===== config.mk =====
export PLATFORM = sky130hd
export DESIGN_NAME = vram_arbiter
export DESIGN_NICKNAME = d
export VERILOG_FILES = /design/src/rtl/vram_arbiter.sv
export SDC_FILE = /design/constraint.sdc
export NUM_CORES = 1
export LEC_CHECK = 0
export BUFFER_PORTS_ARGS = -buffer_cell sky130_fd_sc_hd__buf_4
export CORE_MARGIN = 3
export CORE_UTILIZATION = 59
export DETAILED_ROUTE_END_ITERATION = 7
export HOLD_SLACK_MARGIN = 0.12
export PLACE_DENSITY = 0.85
export REMOVE_ABC_BUFFERS = 1
export SYNTH_ARGS = -nofsm -noshare
export SYNTH_HDL_FRONTEND = slang
export SYNTH_SLANG_ARGS = --single-unit

===== constraint.sdc =====
create_clock -name clk -period 10.4 [get_ports clk]
set_input_delay 3.12 -clock clk [delete_from_list [all_inputs] [get_ports clk]]
set_output_delay 3.12 -clock clk [all_outputs]
set_load 0.02 [all_outputs]

===== src/rtl/vram_arbiter.sv =====
// rtl/vram_arbiter.sv - per-cycle VRAM arbiter: renderer priority, posted MPU writes, single MPU read
module vram_arbiter #(
    parameter int ADDR_WIDTH = 16,
    parameter int DATA_WIDTH = 16,
    parameter int FIFO_DEPTH = 4,
    parameter int MAX_STALL  = 8
) (
    input  logic                  clk,
    input  logic                  reset,
    input  logic                  ren_req,
    input  logic [ADDR_WIDTH-1:0] ren_addr,
    output logic                  ren_grant,
    output logic                  ren_valid,
    output logic [DATA_WIDTH-1:0] ren_data,
    input  logic                  mpu_wr,
    input  logic                  mpu_rd,
    input  logic [ADDR_WIDTH-1:0] mpu_addr,
    input  logic [1:0]            mpu_be,
    input  logic [DATA_WIDTH-1:0] mpu_wdata,
    output logic                  mpu_full,
    output logic                  mpu_busy,
    output logic                  mpu_rvalid,
    output logic [DATA_WIDTH-1:0] mpu_rdata,
    output logic                  vram_en,
    output logic                  vram_rd,
    output logic                  vram_wr,
    output logic [1:0]            vram_be,
    output logic [ADDR_WIDTH-1:0] vram_addr,
    output logic [DATA_WIDTH-1:0] vram_data_out,
    input  logic [DATA_WIDTH-1:0] vram_data_in
);
    localparam int PW = $clog2(FIFO_DEPTH);
    localparam int CW = PW + 1;
    localparam int SW = $clog2(MAX_STALL + 1);
    localparam int EW = ADDR_WIDTH + 2 + DATA_WIDTH;

    logic [EW-1:0]         fifo_mem [FIFO_DEPTH];
    logic [PW-1:0]         wr_ptr_q, wr_ptr_d, rd_ptr_q, rd_ptr_d;
    logic [CW-1:0]         count_q, count_d;
    logic                  rd_pend_q, rd_pend_d;
    logic [ADDR_WIDTH-1:0] rd_addr_q, rd_addr_d;
    logic [SW-1:0]         stall_q, stall_d;
    logic [1:0]            tag_q, tag_d;

    logic                  vram_en_q, vram_en_d, vram_rd_q, vram_rd_d, vram_wr_q, vram_wr_d;
    logic [1:0]            vram_be_q, vram_be_d;
    logic [ADDR_WIDTH-1:0] vram_addr_q, vram_addr_d;
    logic [DATA_WIDTH-1:0] vram_data_q, vram_data_d;
    logic                  ren_valid_q, mpu_rvalid_q;
    logic [DATA_WIDTH-1:0] ren_data_q, mpu_rdata_q;

    logic                  fifo_empty, fifo_full, force_mpu, mpu_work, push;
    logic                  sel_ren, sel_fifo, sel_rd;
    logic [EW-1:0]         head;

    assign fifo_empty = (count_q == '0);
    assign fifo_full  = (count_q == CW'(FIFO_DEPTH));
    assign force_mpu  = (stall_q == SW'(MAX_STALL));
    assign mpu_work   = !fifo_empty || rd_pend_q;
    assign head       = fifo_mem[rd_ptr_q];
    // A full FIFO still accepts a write when its head drains in the same cycle.
    assign push       = mpu_wr && (!fifo_full || sel_fifo);

    always_comb begin
        sel_ren  = 1'b0;
        sel_fifo = 1'b0;
        sel_rd   = 1'b0;
        if (force_mpu) begin
            if (!fifo_empty)    sel_fifo = 1'b1;
            else if (rd_pend_q) sel_rd   = 1'b1;
        end else if (ren_req) begin
            sel_ren = 1'b1;
        end else if (!fifo_empty) begin
            sel_fifo = 1'b1;
        end else if (rd_pend_q) begin
            sel_rd = 1'b1;
        end
    end

    always_comb begin
        wr_ptr_d  = push     ? wr_ptr_q + PW'(1) : wr_ptr_q;
        rd_ptr_d  = sel_fifo ? rd_ptr_q + PW'(1) : rd_ptr_q;
        count_d   = count_q;
        if (push && !sel_fifo)      count_d = count_q + CW'(1);
        else if (!push && sel_fifo) count_d = count_q - CW'(1);

        rd_pend_d = rd_pend_q;
        rd_addr_d = rd_addr_q;
        if (sel_rd) begin
            rd_pend_d = 1'b0;
        end else if (mpu_rd && !rd_pend_q && !tag_q[1]) begin
            rd_pend_d = 1'b1;
            rd_addr_d = mpu_addr;
        end

        stall_d = stall_q;
        if (!mpu_work || sel_fifo || sel_rd) stall_d = '0;
        else if (!force_mpu)                 stall_d = stall_q + SW'(1);

        tag_d       = {sel_rd, sel_ren};
        vram_en_d   = sel_ren || sel_fifo || sel_rd;
        vram_rd_d   = sel_ren || sel_rd;
        vram_wr_d   = sel_fifo;
        vram_be_d   = sel_fifo ? head[DATA_WIDTH +: 2] : (vram_rd_d ? 2'b11 : 2'b00);
        vram_addr_d = vram_addr_q;
        vram_data_d = vram_data_q;
        if (sel_ren) begin
            vram_addr_d = ren_addr;
        end else if (sel_fifo) begin
            vram_addr_d = head[EW-1 -: ADDR_WIDTH];
            vram_data_d = head[DATA_WIDTH-1:0];
        end else if (sel_rd) begin
            vram_addr_d = rd_addr_q;
        end
    end

    always_ff @(posedge clk) begin
        if (push) fifo_mem[wr_ptr_q] <= {mpu_addr, mpu_be, mpu_wdata};
    end

    always_ff @(posedge clk or posedge reset) begin
        if (reset) begin
            wr_ptr_q     <= '0;
            rd_ptr_q     <= '0;
            count_q      <= '0;
            rd_pend_q    <= 1'b0;
            rd_addr_q    <= '0;
            stall_q      <= '0;
            tag_q        <= '0;
            vram_en_q    <= 1'b0;
            vram_rd_q    <= 1'b0;
            vram_wr_q    <= 1'b0;
            vram_be_q    <= '0;
            vram_addr_q  <= '0;
            vram_data_q  <= '0;
            ren_valid_q  <= 1'b0;
            mpu_rvalid_q <= 1'b0;
            ren_data_q   <= '0;
            mpu_rdata_q  <= '0;
        end else begin
            wr_ptr_q     <= wr_ptr_d;
            rd_ptr_q     <= rd_ptr_d;
            count_q      <= count_d;
            rd_pend_q    <= rd_pend_d;
            rd_addr_q    <= rd_addr_d;
            stall_q      <= stall_d;
            tag_q        <= tag_d;
            vram_en_q    <= vram_en_d;
            vram_rd_q    <= vram_rd_d;
            vram_wr_q    <= vram_wr_d;
            vram_be_q    <= vram_be_d;
            vram_addr_q  <= vram_addr_d;
            vram_data_q  <= vram_data_d;
            // tag_q names the owner of the read whose data is on vram_data_in now
            ren_valid_q  <= tag_q[0];
            mpu_rvalid_q <= tag_q[1];
            if (tag_q[0]) ren_data_q  <= vram_data_in;
            if (tag_q[1]) mpu_rdata_q <= vram_data_in;
        end
    end

    assign ren_grant     = ren_req && !force_mpu;
    assign ren_valid     = ren_valid_q;
    assign ren_data      = ren_data_q;
    assign mpu_full      = fifo_full;
    assign mpu_busy      = mpu_work || tag_q[1];
    assign mpu_rvalid    = mpu_rvalid_q;
    assign mpu_rdata     = mpu_rdata_q;
    assign vram_en       = vram_en_q;
    assign vram_rd       = vram_rd_q;
    assign vram_wr       = vram_wr_q;
    assign vram_be       = vram_be_q;
    assign vram_addr     = vram_addr_q;
    assign vram_data_out = vram_data_q;
endmodule

==> results.md <==
Critical path:
- The launching element type of the critical path is an input pin.
- The data required time at the worst endpoint is roughly 7.3 ns.
- Of all nets on the critical path, the largest fanout is 22.
- For flop-to-flop paths, the worst setup slack is about 7.4 ns.
- The worst-case reg-to-reg path depth is 9.
- The data arrival time of the critical path is between 4 and 5 ns.
- The startpoint of the worst-slack reg-to-reg timing path is stall_q[0]$_DFFE_PP0P_.
- The worst setup path is of the in2out kind.
- The critical path endpoint category is an output port.
- The endpoint of the most critical register-to-register path is count_q[1]$_DFFE_PP0P_.

Route:
- The average via count per standard cell is roughly 5.8.
- The remaining routing DRC violations is 0.
- The first-pass detailed-route iteration total is 5.
- The via count is a little over 5000.
- The DRC violation total after the first TritonRoute iteration is 310.
- The routed design has between 15000 and 20000 um of wire.
- The wire length per cell after detailed routing is 22.2 um.
- The detail route stage leaves a number of antenna-violating nets equal to 0.

Floorplan:
- The floorplan step defined a die boundary enclosing ~0.017 mm^2.
- Row generation in the floorplan step produced 45 rows.
- The core outline area is about 0.015 mm^2.
- The die is around 130 um tall.
- For this design the top-level I/O count stands at between 100 and 150.
- The starting density of the core is 0.606.
- The die extent in x is 131 um.

Logic synthesis:
- Counting flops and latches in the post-synthesis netlist gives roughly 240.
- By area the synthesized netlist is led by sky130_fd_sc_hd__edfxtp_1, sky130_fd_sc_hd__dfrtp_1, sky130_fd_sc_hd__mux2_2, sky130_fd_sc_hd__mux4_2, sky130_fd_sc_hd__mux4_1.
- The portion of synthesized cell area occupied by the leading cell type is 0.442.
- The number of cells produced by synthesis is around 500.
- The Yosys step of the flow raised 0 warnings.
- The mapped netlist covers just over 0.009 mm^2.
- Counting flops with a built-in enable in the synthesized netlist gives approximately 140.
- After synthesis, the netlist uses 35 different library cells.
- Of the synthesized area, sequential elements account for 0.715.
- The cell type with the highest aggregate area in the netlist is sky130_fd_sc_hd__edfxtp_1.
- Averaged over all synthesized cells, the footprint is between 15 and 20 um^2.
- The leading register cell type out of synthesis is sky130_fd_sc_hd__edfxtp_1.
- The post-synthesis async set-or-reset flop share is 0.426.

STA:
- Setup repair after global routing left no endpoint under its margin.
- For the pin with the worst max-slew slack, the measured transition is about 1.0 ns.
- Counting I/O delays and the setup requirement, the final critical path takes 7.30 ns.
- The final count of negative-setup-slack endpoints is 0.
- The portion of the clock cycle consumed by the worst path in the final layout is 0.702.
- The final number of max-transition violations was 0.
- The relative slew slack is 0.309.
- The final number of hold-violating endpoints is 0.
- The clock skew is 0.00790 ns.
- Based on the critical path, the design can be clocked at up to roughly 0.14 GHz.
- The accumulated negative setup slack is 0 ns.

CTS:
- The H-tree depth reported by CTS is 1.
- The clock tree buffer depth is 3.
- The clock insertion delay at the later pin of the skew report is 0.50 ns.
- The tree built by TritonCTS fans out to about 240 sinks.
- The number of gates resized after CTS is 0.
- Clock tree synthesis inserted a total of 24 buffers.
- In this run the post-CTS setup repair buffer count came out at 0.
- For this design, the CTS-stage hold fixing added 0 buffers.
- Clock tree synthesis selected as its root buffer the cell sky130_fd_sc_hd__clkbuf_16.
- Clock-pin slew was measured on the worst setup and hold paths at ~0.060 ns.
- The CTS tree is built.

Flow run:
- The max capacitance violation total is 0.

Final layout:
- The top cell types in the final layout, fill and taps aside, are sky130_fd_sc_hd__buf_4, sky130_fd_sc_hd__edfxtp_1, sky130_fd_sc_hd__dfrtp_1.
- Leaving out fill and tap cells, the most frequent cell in the layout is sky130_fd_sc_hd__buf_4.
- Summing all non-filler instances in the final layout gives an area of about 0.011 mm^2.
- At the end of the flow, the number of nets in the layout was roughly 730.
- The area overhead of the layout relative to synthesis is 22.4%.
- The proportion of layout cells with a drive suffix above 1 is 0.438.
- 0 antenna diodes ended up in the layout.

Global routing:
- Entering global routing, the biggest net connects 73 pins.
- The first-pass GRT wire length is 30900 um.
- For this run, the total global-route usage over all layers was measured as 0.228.
- The final global-route overflow total is 0.
- The via count of the first global-routing pass came to between 5000 and 6000.
- The number of antenna violations at the first check in global routing came to 0.

Place:
- Routability-driven placement finished with a final weighted congestion of a little under 0.8.
- The wire-length estimate of the detail-placed layout is 12000 um.
- The number of buffer cells added on primary ports is roughly 140.
- Once placement finished, the instance area stood at roughly 0.010 mm^2.

Worst hold path:
- Along the worst hold path, the cell count comes to 1.
- The hold-critical path endpoint is rd_addr_q[6]$_DFFE_PP0P_.
- The path class of the tightest hold or removal check is reg2reg.
- The startpoint identified for the worst hold timing path is rd_addr_q[6]$_DFFE_PP0P_.

Pwr:
- Across the VDD grid, the largest voltage drop is approximately 0.27 mV.
- The total power density per cell area is between 200 and 300 mW/mm^2.
- The leakage power of the design is around 4.4 nW.

Outcome:
- The flow ran to the end, and the final reports show no timing, DRC or antenna violations.
cells in the mapped netlist, types with 6 or more instances:
| cell | count |
|---|---|
| sky130_fd_sc_hd__a211oi_1 | 17 |
| sky130_fd_sc_hd__buf_2 | 12 |
| sky130_fd_sc_hd__dfrtp_1 | 101 |
| sky130_fd_sc_hd__edfxtp_1 | 136 |
| sky130_fd_sc_hd__ha_1 | 7 |
| sky130_fd_sc_hd__inv_1 | 11 |
| sky130_fd_sc_hd__mux2_2 | 61 |
| sky130_fd_sc_hd__mux4_1 | 6 |
| sky130_fd_sc_hd__mux4_2 | 28 |
| sky130_fd_sc_hd__nand3_1 | 20 |
| sky130_fd_sc_hd__nor2_1 | 22 |
| sky130_fd_sc_hd__nor2b_1 | 15 |
| sky130_fd_sc_hd__o31ai_1 | 16 |
critical path, cell delays in order:
cell	delay, ns
sky130_fd_sc_hd__buf_4	0.28
sky130_fd_sc_hd__nand2_1	0.19
sky130_fd_sc_hd__inv_2	0.36
sky130_fd_sc_hd__buf_4	0.22
per-stage QoR:
step,utilization,hold slack (ns),power [mW],std cells,worst slack [ns]
6_report,0.741,0.503,3.30,878,3.10
5_1_grt,0.741,0.521,3.45,878,3.04
4_1_cts,0.741,0.506,3.33,878,3.09
3_5_place_dp,0.685,0.483,2.42,834,3.11
3_3_place_gp,0.685,0.463,2.36,834,3.15
2_1_floorplan,-,0.454,2.02,476,3.82
worst max path at each step:
| stage | to | slack, ns | from |
|---|---|---|---|
| after floorplan | ren_grant | 3.82 | ren_req |
| after global placement | ren_grant | 3.15 | ren_req |
| after detailed placement | ren_grant | 3.11 | ren_req |
| after CTS | ren_grant | 3.09 | ren_req |
| after global routing | ren_grant | 3.04 | ren_req |
| final | ren_grant | 3.10 | ren_req |
sequential cells by signal (all words and copies together), names as in the netlist, 2 cells and up:
signal / flops
tag_q: 2
rd_ptr_q: 2
mpu_rdata: 16
vram_be: 2
fifo_mem: 136
count_q: 3
ren_data: 16
rd_addr_q: 16
vram_data_out: 16
stall_q: 4
wr_ptr_q: 2
vram_addr: 16
area by class of cell:
type | count | area, um^2
flip-flops and latches | 237 | 6610
fillers | 882 | 3950
multi-input cells | 227 | 2430
repair buffers | 147 | 1100
clock buffers | 33 | 718
well taps | 211 | 264
clock inverters | 11 | 138
inverters | 12 | 47.5
logic make-up after synthesis:
kind of cell	after synthesis	share of synthesized area
buffers and inverters	39	0.0233
adder cells (fa/ha/maj)	8	0.0116
AND/OR/NAND/NOR	73	0.0433
multiplexers	100	0.167
flip-flops	237	0.715
XOR/XNOR	8	0.00758
AO/OA/AOI/OAI	38	0.0321
report_power, final:
part | internal [mW] | switching, mW | total (mW)
logic | 0.467 | 0.486 | 0.953
registers | 1.27 | 0.176 | 1.44
clock network | 0.559 | 0.345 | 0.904
total | 2.30 | 1.01 | 3.30
routing by layer:
layer / GRT usage / vias up / wire length [um]
li1: - / 2222 / -
met1: 0.298 / 2559 / 7720
met2: 0.383 / 232 / 9700
met3: 0.0570 / 42 / 1520
met4: 0.0718 / 0 / 535
met5: 0 / - / 0
No activity file was read; power rests on OpenSTA's default activity.
